### src/rtl/fp32_pkg.sv
// Shared FP32 constants, special-operand class encoding and exception flag layout
// used by the multiply and add datapaths.
package fp32_pkg;

  localparam int EXP_BIAS = 127;
  localparam int EXP_MAX  = 255;
  localparam int FRAC_W   = 23;
  localparam int SIG_W    = 24;

  typedef enum logic [1:0] {
    CLS_NORMAL = 2'b00,
    CLS_ZERO   = 2'b01,
    CLS_INF    = 2'b10,
    CLS_NAN    = 2'b11
  } fp_class_e;

  typedef struct packed {
    logic ovf;
    logic unf;
    logic inx;
  } fp_flags_t;

  localparam logic [31:0] QNAN = 32'h7FC0_0000;
  localparam logic [31:0] PINF = 32'h7F80_0000;

endpackage

### src/rtl/fp_round_rne.sv
// Round-to-nearest-even on a 24-bit significand with guard and sticky bits;
// shared by the multiply and add paths.
module fp_round_rne
  import fp32_pkg::*;
(
  input  logic [SIG_W-1:0] mant24,
  input  logic             g,
  input  logic             s,
  output logic [SIG_W-1:0] mant,
  output logic             carry,
  output logic             inexact
);

  logic             inc;
  logic [SIG_W:0]   sum;

  assign inc     = g & (s | mant24[0]);
  assign sum     = {1'b0, mant24} + {{SIG_W{1'b0}}, inc};
  assign mant    = sum[SIG_W-1:0];
  assign carry   = sum[SIG_W];
  assign inexact = g | s;

endmodule

### src/rtl/fp32_mul_norm_round.sv
// Normalize / round / pack stage of the FP32 multiplier, two-stage elastic pipeline.
// Define FP_MUL_SUBNORM_EN for gradual underflow; otherwise tiny results flush to zero.
module fp32_mul_norm_round
  import fp32_pkg::*;
#(
  parameter int PROD_W = 48,
  parameter int EXP_W  = 10
) (
  input  logic              clk,
  input  logic              rst_n,
  input  logic              in_valid,
  output logic              in_ready,
  input  logic              in_sign,
  input  logic [EXP_W-1:0]  in_exp,
  input  logic [PROD_W-1:0] in_prod,
  input  logic [1:0]        in_class,
  output logic              out_valid,
  input  logic              out_ready,
  output logic [31:0]       out_result,
  output logic [2:0]        out_flags
);

  // One extra bit so in_exp+1 never wraps.
  localparam int EW = EXP_W + 1;

  logic              v1, v2, ready2;
  logic [EW-1:0]     exp_ext, n_exp;
  logic [SIG_W-1:0]  n_mant;
  logic              n_g, n_s, n_tiny;

  logic              s1_sign, s1_g, s1_s, s1_tiny;
  fp_class_e         s1_class;
  logic [EW-1:0]     s1_exp;
  logic [SIG_W-1:0]  s1_mant;

  logic [SIG_W-1:0]  r_mant;
  logic              r_carry, r_inx;
  logic [EW-1:0]     e_r;
  logic [31:0]       n2_result;
  fp_flags_t         n2_flags;

`ifdef FP_MUL_SUBNORM_EN
  logic [EW-1:0]       sh_full;
  logic [4:0]          sh;
  logic [SIG_W+26:0]   shift_vec;
`endif

  assign ready2    = !v2 || out_ready;
  assign in_ready  = !v1 || ready2;
  assign out_valid = v2;
  assign exp_ext   = {in_exp[EXP_W-1], in_exp};

  always_comb begin
    if (in_prod[PROD_W-1]) begin
      n_mant = in_prod[PROD_W-1 -: SIG_W];
      n_g    = in_prod[PROD_W-1-SIG_W];
      n_s    = |in_prod[PROD_W-2-SIG_W:0];
      n_exp  = exp_ext + EW'(1);
    end else begin
      n_mant = in_prod[PROD_W-2 -: SIG_W];
      n_g    = in_prod[PROD_W-2-SIG_W];
      n_s    = |in_prod[PROD_W-3-SIG_W:0];
      n_exp  = exp_ext;
    end
    n_tiny = n_exp[EW-1] || (n_exp == '0);
`ifdef FP_MUL_SUBNORM_EN
    // Denormalize by 1-e; the 26 zero pad bits mean nothing is lost below sticky.
    sh_full   = EW'(1) - n_exp;
    sh        = (sh_full > EW'(26)) ? 5'd26 : sh_full[4:0];
    shift_vec = {n_mant, n_g, 26'b0} >> sh;
    if (n_tiny) begin
      n_mant = shift_vec[SIG_W+26:27];
      n_g    = shift_vec[26];
      n_s    = n_s | (|shift_vec[25:0]);
    end
`endif
  end

  always_ff @(posedge clk or negedge rst_n) begin
    if (!rst_n) begin
      v1       <= 1'b0;
      s1_sign  <= 1'b0;
      s1_class <= CLS_ZERO;
      s1_exp   <= '0;
      s1_mant  <= '0;
      s1_g     <= 1'b0;
      s1_s     <= 1'b0;
      s1_tiny  <= 1'b0;
    end else if (in_ready) begin
      v1 <= in_valid;
      if (in_valid) begin
        s1_sign  <= in_sign;
        s1_class <= fp_class_e'(in_class);
        s1_exp   <= n_exp;
        s1_mant  <= n_mant;
        s1_g     <= n_g;
        s1_s     <= n_s;
        s1_tiny  <= n_tiny;
      end
    end
  end

  fp_round_rne u_rne (
    .mant24  (s1_mant),
    .g       (s1_g),
    .s       (s1_s),
    .mant    (r_mant),
    .carry   (r_carry),
    .inexact (r_inx)
  );

  always_comb begin
    e_r       = s1_exp + {{(EW-1){1'b0}}, r_carry};
    n2_result = {s1_sign, 31'h0};
    n2_flags  = '0;
    case (s1_class)
      CLS_ZERO: n2_result = {s1_sign, 31'h0};
      CLS_INF:  n2_result = {s1_sign, PINF[30:0]};
      CLS_NAN:  n2_result = QNAN;
      default: begin
        if (s1_tiny) begin
`ifdef FP_MUL_SUBNORM_EN
          // A carry into the hidden bit promotes the subnormal to min normal.
          n2_result    = {s1_sign, 7'h0, r_mant[FRAC_W], r_mant[FRAC_W-1:0]};
          n2_flags.unf = !r_mant[FRAC_W] && r_inx;
          n2_flags.inx = r_inx;
`else
          n2_result    = {s1_sign, 31'h0};
          n2_flags.unf = 1'b1;
          n2_flags.inx = 1'b1;
`endif
        end else if (!e_r[EW-1] && (e_r[EW-2:0] >= (EW-1)'(EXP_MAX))) begin
          n2_result    = {s1_sign, PINF[30:0]};
          n2_flags.ovf = 1'b1;
          n2_flags.inx = 1'b1;
        end else begin
          n2_result    = {s1_sign, e_r[7:0], r_mant[FRAC_W-1:0]};
          n2_flags.inx = r_inx;
        end
      end
    endcase
  end

  always_ff @(posedge clk or negedge rst_n) begin
    if (!rst_n) begin
      v2         <= 1'b0;
      out_result <= 32'h0;
      out_flags  <= 3'b0;
    end else if (ready2) begin
      v2 <= v1;
      if (v1) begin
        out_result <= n2_result;
        out_flags  <= n2_flags;
      end
    end
  end

endmodule

### config.mk
export PLATFORM = sky130hd
export DESIGN_NAME = fp32_mul_norm_round
export DESIGN_NICKNAME = d
export VERILOG_FILES = /design/src/rtl/fp32_pkg.sv /design/src/rtl/fp_round_rne.sv /design/src/rtl/fp32_mul_norm_round.sv
export SDC_FILE = /design/constraint.sdc
export NUM_CORES = 1
export LEC_CHECK = 0
export ABC_AREA = 0
export CORE_ASPECT_RATIO = 1.4
export CORE_MARGIN = 5
export CORE_UTILIZATION = 30
export CTS_CLUSTER_SIZE = 40
export DETAILED_ROUTE_END_ITERATION = 8
export SYNTH_ARGS = -nofsm -noshare
export SYNTH_HDL_FRONTEND = slang
export SYNTH_SLANG_ARGS = --single-unit
### constraint.sdc
create_clock -name clk -period 4.6 [get_ports clk]
set_input_delay 1.15 -clock clk [delete_from_list [all_inputs] [get_ports clk]]
set_output_delay 1.15 -clock clk [all_outputs]
set_load 0.01 [all_outputs]
Yosys cells after proc, flatten, opt, wreduce, memory -nomap -nowiden
Cells that the tools add are included.

Add/sub/neg operators: 3. $lt $le $gt $ge: 1. Eq/ne operators: 3. Muxes and demuxes: 13. Bitwise operators: 3. Reduce and logical (&&, ||, !) cells: 13.

Operators by type and width (count): 32-bit one-hot mux with 3 select lines (1); 31-bit two-way mux (2); 24-bit by 1-bit adder with 25-bit output (1); 24-bit two-way mux (1); 23-bit OR reduction (1); 22-bit OR reduction (1); 10-bit by 2-bit adder with 11-bit output (second input constant) (1); 11-bit by 1-bit adder with 11-bit output (1); 11-bit zero test (1); 11-bit two-way mux (1); 10-bit by 8-bit greater-or-equal comparator with 1-bit output (second input constant) (1); 1-bit two-way mux (7); 2-bit == test (second input constant) (2); 2-bit AND reduction (2); 1-bit zero test (3); 1-bit logical OR (3); 3-bit two-way mux (1); 3-bit OR reduction (1); 2-bit by 1-bit == test with 1-bit output (second input constant) (1); 1-bit bitwise OR (2); 1-bit bitwise AND (1); 1-bit logical AND (1).

Flip-flop bits (word level): 78. Word-level logic and storage cells: 47.

Logic depth before layout (Yosys ltp)
Gate-level depths: netlist of run 1.

Word-level depth: 9. Mapped depth: 14.

By module
A second synthesis of run 1 with hierarchy kept.

Cells, all modules: 428. Area total of the unflattened synthesis: 4265.3 µm².

By module, submodules not included: fp32_mul_norm_round (instances 1, cells an instance 362, area an instance 3797.4 µm², seq. area each 1953.1 µm²); fp_round_rne (instances 1, cells an instance 66, area an instance 467.9 µm², seq. area each 0.0 µm²).

Least setup slack after synthesis of run 1
Ideal clock, no wire load.

Path kind: reg2reg. Start point: register s1_s. End point: register out_result[1]. Setup time: 0.122 ns. Data arrival time: 3.119 ns. Data required time: 4.478 ns. Path slack: 1.360 ns. Cell stages (with the launch flop): 15. Path buffers: 1. Period minus slack after synthesis: 3.240 ns. Cell sequence: dfrtp_1 o21a_1 ha_1 ha_1 nand3_1 nor4_4 nand4_1 nor2_1 ha_1 nand2_4 o311a_1 nor4b_2 o21ai_2 buf_6 a32o_1.

Longest elaborated chain between the ends: 9. Elaborated cells between the ends (all ways): 10. Classes of those cells: 2 x add/sub; 1 x order compare; 3 x mux; 2 x bitwise; 2 x reduce/logical.

Ends and longest elaborated chain: start: declaration (line fp32_mul_norm_round.sv:31) `logic s1_sign, s1_g, s1_s, s1_tiny;`; start signal: assignment (line fp32_mul_norm_round.sv:97) `s1_s <= n_s;`; 1-bit bitwise OR * (line fp_round_rne.sv:17) `assign inc = g & (s | mant24[0]);`; 1-bit bitwise AND * (line fp_round_rne.sv:17); 24-bit by 1-bit adder with 25-bit output * (line fp_round_rne.sv:18) `assign sum = {1'b0, mant24} + {{SIG_W{1'b0}}, inc};`; 11-bit by 1-bit adder with 11-bit output (line fp32_mul_norm_round.sv:113) `e_r = s1_exp + {{(EW-1){1'b0}}, r_carry};`; 10-bit by 8-bit greater-or-equal comparator with 1-bit output / 1-bit zero test (equally long branches) (line fp32_mul_norm_round.sv:132) `end else if (!e_r[EW-1] && (e_r[EW-2:0] >= (EW-1)'(EXP_MAX))) begin`; 1-bit logical AND (line fp32_mul_norm_round.sv:132); 31-bit two-way mux * (line fp32_mul_norm_round.sv:132); 31-bit two-way mux * (line fp32_mul_norm_round.sv:121) `if (s1_tiny) begin`; 32-bit one-hot mux with 3 select lines * (line fp32_mul_norm_round.sv:116) `case (s1_class)`; end signal: assignment (line fp32_mul_norm_round.sv:152) `out_result <= n2_result;`; end: declaration (line fp32_mul_norm_round.sv:19) `output logic [31:0] out_result,`.

Mark *: on every way between the ends. The rest lies on a longest branch, timed or not. A chain may end at the register's enable or synchronous reset.

Final worst setup path of run 1
Same ends and word-level chain as after synthesis.

==> impl_metrics.toml, run 1 <==
[run_status]
outcome = "complete, no violations"

[clock_tree]
cts-resized-gates = 0
worstSkewPairLatency_ns = 0.34
clockBufferDepth = 2
postCtsSetupBuffers = 0
h-tree-depth = 3
ctsRootBufferMaster = "clkbuf_16"
numCtsBuffers = 9
cts_tree = "built"
cts.clk_slew.worst_paths_ns = 0.06
numClockSinks = 78
postCtsHoldBufs = 0

[timing]
setup_ws_ns = 0.888
timing.final.crit_share_pct = 80.7
period_minus_slack_ns = 3.71
max_freq_ghz = 0.269
final_max_slew_viol_count = 0
rsz0062_at_grt = "no"
finClkSkew_ns = 0.00467
setup_viol = 0
hold_slack_ns = 0.463
timing.setup.tns_ns = 0
maxSlewHeadroom_pct = 33.5
hold_viol_final = 0
worst_pin_slew_ns = 0.998

[routing]
vias = 3569
via_per_inst = 5.00
dr.pass1.iters = 4
drt-wirelength-per-cell_um = 15.4
drt_iter0_drc = 160
routed_wl_um = 11000
drc = 0
antenna_left = 0

[worst_setup_path]
cp.arrival_ns = 3.94
reg2reg_from = "s1_s"
critPathLaunchType = "flop"
worstReg2RegEnd = "out_result[1]"
reg2reg_setup_slack_ns = 0.89
required_ns = 4.82
r2r_cells = 14
critPathKind = "flop to flop"
cp_max_fo = 31
crit_path_end_kind = "flop"

[min_path]
min_path_cells = 2
hold_path_end = "out_flags[1]"
worstHoldStart = "out_flags[1]"
hold_class = "flop to flop"

[synth]
synth.area.top_cells = "dfrtp_1 45%, mux2i_1 6.1%, nand2_1 5.9%, a32o_1 4.9%, o21ai_0 4.9%"
synth_warnings = 0
synth_area_um2 = 4280
ys.flop_type = "dfrtp_1"
synthArstFlopShare_pct = 100
synth_seq_cells = 78
syn_inst = 435
synth.lib_cells_used.distinct = 54
syn_nets = 505
synth-edff-count = 0
yosysTopAreaCellShare_pct = 45.0
synth.avg_cell_area_um2 = 9.84
synth_area_leader_cell = "dfrtp_1"
ys_seq_area_share_pct = 45.6

[grt]
grt_pass1_wl_um = 18000
grt_max_degree = 79
antenna_found_initial = 0
grt_use_total_pct = 13.3
grt_use_met3_pct = 3.40
grt_pass1_vias = 3739
use_met1_pct = 14.6
grt-ovfl-total = 0
use_met2_pct = 24.4
busiest_layer = "met2"

[die]
rows = 51
die_w_um = 111
start_util_pct = 30.6
die_area_um2 = 16800
core-area_um2 = 14000
die_y_um = 151
ios = 102

[pwr]
peakVddDrop_mv = 0.175
p_per_area_nw_per_um2 = 360
p_leak_nw = 2.34

[job]
drv_cap = 0

[finish]
antenna_cells = 0
fin_area_um2 = 5720
final_nets = 594
fin_util_pct = 40.9
area_delta_synth_final_pct = 33.6
drive_gt1_share_pct = 7.37

[place]
dp_hpwl_um = 8420
place_congestion = 0.854
place_area_um2 = 5420
place_worst_setup_slack_ns = 0.865
numPortBuffers = 101
-- cells in the mapped netlist (2+ instances only) --
library cell	number
nand3_1	14
nand4_1	9
nor2_1	22
and3_1	3
a31oi_1	5
nor3_1	10
clkbuf_1	14
nor4_1	9
a32o_1	21
nand2_1	67
inv_1	4
buf_2	4
mux2i_1	26
nand4_2	3
a21o_1	2
nand3b_1	3
ha_1	5
o21ai_1	3
and4_1	4
dfrtp_1	77
buf_1	3
xnor2_1	22
xor2_1	17
a21oi_1	8
o21a_1	2
mux2_2	4
nand2b_1	2
o21ai_0	42
buf_6	3
buf_4	3
-- critical path, cell delays in order (launching register included) --
cell and delay, ns:
dfrtp_1 0.37, o21a_1 0.13, ha_1 0.18, ha_1 0.19, nand3_1 0.22, nor4_4 0.47, nand4_1 0.20, nor2_1 0.19
ha_1 0.30, nand2_4 0.08, o311a_1 0.32, nor4b_2 0.32, o21ai_2 0.07, buf_4 0.25, a32o_1 0.29
-- cell usage in the layout (no fill, tap or decap), types with 10 or more instances in the layout --
cell type	count
clkdlybuf4s50_1	99
dfrtp_1	77
nand2_1	66
o21ai_0	42
mux2i_1	26
nor2_1	22
xnor2_1	22
a32o_1	21
xor2_1	17
nand3_1	14
nor3_1	10
-- worst max path at each step --
stage,slack (ns),end,cells past startpoint,start
final,0.89,out_result[1],14,s1_s
after global routing,0.60,out_result[6],14,s1_s
after CTS,0.85,out_result[1],14,s1_s
after detailed placement,0.86,out_result[1],14,s1_s
after global placement,1.03,out_result[1],14,s1_s
after floorplan,1.36,out_result[1],14,s1_s
-- stage by stage --
stage	total power, mW	cells
6_report	2.06	714
5_1_grt	2.16	714
4_1_cts	2.08	714
3_5_place_dp	1.36	698
3_3_place_gp	1.35	698
2_1_floorplan	1.13	435
-- cell type report --
class                      count  area, um^2
fill                        1408        8260
multi-input combinational    326        2180
sequential                    78        1950
timing repair buffer         105        1030
clock buffer                  12         256
tap                          185         231
clock inverter                 4        45.0
inverter                       4        15.0
-- power by group --
part           switching, mW  internal [mW]
Sequential             0.109          0.786
Clock                  0.266          0.447
Combinational          0.213          0.238
Total                  0.588           1.47
-- cell families (layout without fill, tap and decap cells) --
group | after synthesis | in the layout | share of synthesized area [%]
AO/OA/AOI/OAI | 94 | 94 | 14.9
XOR/XNOR | 39 | 39 | 7.98
buffers and inverters | 31 | 125 | 3.63
AND/OR/NAND/NOR | 158 | 158 | 19.3
multiplexers | 30 | 30 | 7.13
flip-flops | 78 | 78 | 45.6
adder cells (fa/ha/maj) | 5 | 5 | 1.46
-- routing by layer --
| layer | part of all wire [%] | vias up |
|---|---|---|
| met4 | 1.9 | 0 |
| li1 | - | 1759 |
| met2 | 52 | 110 |
| met3 | 5.8 | 15 |
| met1 | 40 | 1685 |
| met5 | 0 | - |
-- sequential cells by signal, summed over array words and instances, names as in the netlist --
signal and cells:
s1_mant 24, s1_tiny 1, out_valid 1, s1_g 1, s1_sign 1, s1_exp 11, s1_s 1, v1 1
out_result 32, out_flags 3, s1_class 2
No activity file was read; power rests on OpenSTA's default activity.
==> run 2, diff against run 1 <==
clock period = 3.8 ns   (was 4.6 ns; I/O delays follow)
==> impl_metrics.toml, run 2 (same netlist as run 1, synthesis figures left out) <==
[run_status]
outcome = "complete, no violations"

[place]
dp_hpwl_um = 8640
place_worst_setup_slack_ns = 0.276
dp.cells = 701
place_congestion = 0.808
numPortBuffers = 101

[grt]
grt_pass1_wl_um = 18600
grt_use_total_pct = 13.6
grt_pass1_vias = 3823
antenna_found_initial = 0
grt-ovfl-total = 0
grt_max_degree = 79

[timing]
finClkSkew_ns = 0.00898
period_minus_slack_ns = 3.50
setup_viol = 0
rsz0062_at_grt = "no"
setup_ws_ns = 0.301
worst_pin_slew_ns = 0.990
final_max_slew_viol_count = 0
timing.final.crit_share_pct = 92.1
timing.setup.tns_ns = 0
hold_slack_ns = 0.466
maxSlewHeadroom_pct = 34.0
hold_viol_final = 0
max_freq_ghz = 0.286

[worst_setup_path]
critPathLaunchType = "flop"
crit_path_end_kind = "flop"
cp.arrival_ns = 3.72
cp_max_fo = 26
reg2reg_setup_slack_ns = 0.30
required_ns = 4.02
critPathKind = "flop to flop"

[routing]
drt_iter0_drc = 121
vias = 3516
via_per_inst = 4.90
dr.pass1.iters = 5
routed_wl_um = 11100
drt-wirelength-per-cell_um = 15.5
drc = 0
antenna_left = 0

[pwr]
p_seq_share_pct = 41.3
clockPowerShare_pct = 37.5
sw_frac_of_total_pct = 27.7
power_frac_comb_pct = 21.2
p_switching_mw = 0.730
p_leak_nw = 2.39
p_int_mw = 1.91
p_per_area_nw_per_um2 = 453
peakVddDrop_mv = 0.215

[finish]
layout_common_cells = "99 x clkdlybuf4s50_1, 77 x dfrtp_1, 66 x nand2_1"
drive_gt1_share_pct = 8.27
final_common_cell = "clkdlybuf4s50_1"
antenna_cells = 0
fin_util_pct = 41.7
fill_cells = 1348
top_regs = "out_result x32, s1_mant x24, s1_exp x11"
final_nets = 597
area_delta_synth_final_pct = 36.1
regMostFlops = "out_result"
stdcell_count = 717
largest_reg_flops = 32

[min_path]
hold_class = "flop to flop"

[die]
ios = 102
die_w_um = 111
core-area_um2 = 14000
start_util_pct = 30.6
rows = 51
die_area_um2 = 16800
die_y_um = 151

[clock_tree]
cts.clk_slew.worst_paths_ns = 0.06
postCtsSetupBuffers = 0
clockBufferDepth = 2
ctsRootBufferMaster = "clkbuf_16"
worstSkewPairLatency_ns = 0.33
h-tree-depth = 3
numCtsBuffers = 9
numClockSinks = 78
cts_tree = "built"

[job]
drv_cap = 0
## run 2: cell count changes in the layout (fill, tap and decap cells not counted), sizes merged
cell    before  now
buf          6    9
bufinv       1    3
clkbuf      12   10
## run 2: final timing paths
path                                     start              to  depth (start not counted)
worst max-delay path                      s1_g   out_result[0]                         14
worst min-delay path            out_result[31]  out_result[31]                          2
worst max register to register            s1_g   out_result[0]                         14
worst min register to register  out_result[31]  out_result[31]                          2
max in group asynchronous                rst_n      s1_mant[7]                          1
min in group asynchronous                rst_n       s1_exp[5]                          1
## run 2: power groups by stage
stage               clock [mW]  sequential (mW)  combinational, mW
global placement             0             1.10              0.552
CTS                       1.01             1.09              0.563
global route              1.04             1.11              0.627
detailed placement           0             1.10              0.561
floorplan                    0             1.07              0.293
finish                   0.989             1.09              0.559
## run 2: per-stage QoR
step	instance area (um^2)	power (mW)
after global placement	5450	1.65
after floorplan	4280	1.37
after CTS	5800	2.66
after global routing	5820	2.77
after detailed placement	5450	1.66
final	5820	2.64
## run 2: repair_timing
item | CTS | global route
hold buffers | 0 | 0
setup endpoints to repair | 0 | 23
gates resized for setup | 0 | 4
## run 2: final cells by class
type	count	area, um^2	area share [%]
clock buffer	10	239	4.10
clock inverter	6	109	1.87
inverter	4	15.0	0.258
multi-input combinational	326	2210	37.9
sequential	78	1950	33.5
tap	185	231	3.97
timing repair buffer	108	1070	18.3
## run 2: layer usage
metal | vias up | GRT usage [%] | wire (um)
met5 | - | 0 | 0
met4 | 0 | 5.36 | 245
met2 | 92 | 26.0 | 5940
met3 | 16 | 2.88 | 541
li1 | 1762 | - | -
met1 | 1646 | 14.7 | 4410
## run 2: worst max-delay path, cell delays in order, from the launching register on
cell and delay, ns:
dfrtp_1 0.37, o21a_1 0.13, ha_1 0.18, ha_1 0.19, nand3_1 0.21, nor4_4 0.35
nand4_1 0.17, nor2_1 0.19, ha_1 0.28, nand3_2 0.14, and3b_1 0.25, a211oi_4 0.32
o21ai_4 0.14, buf_12 0.19, a32o_1 0.26
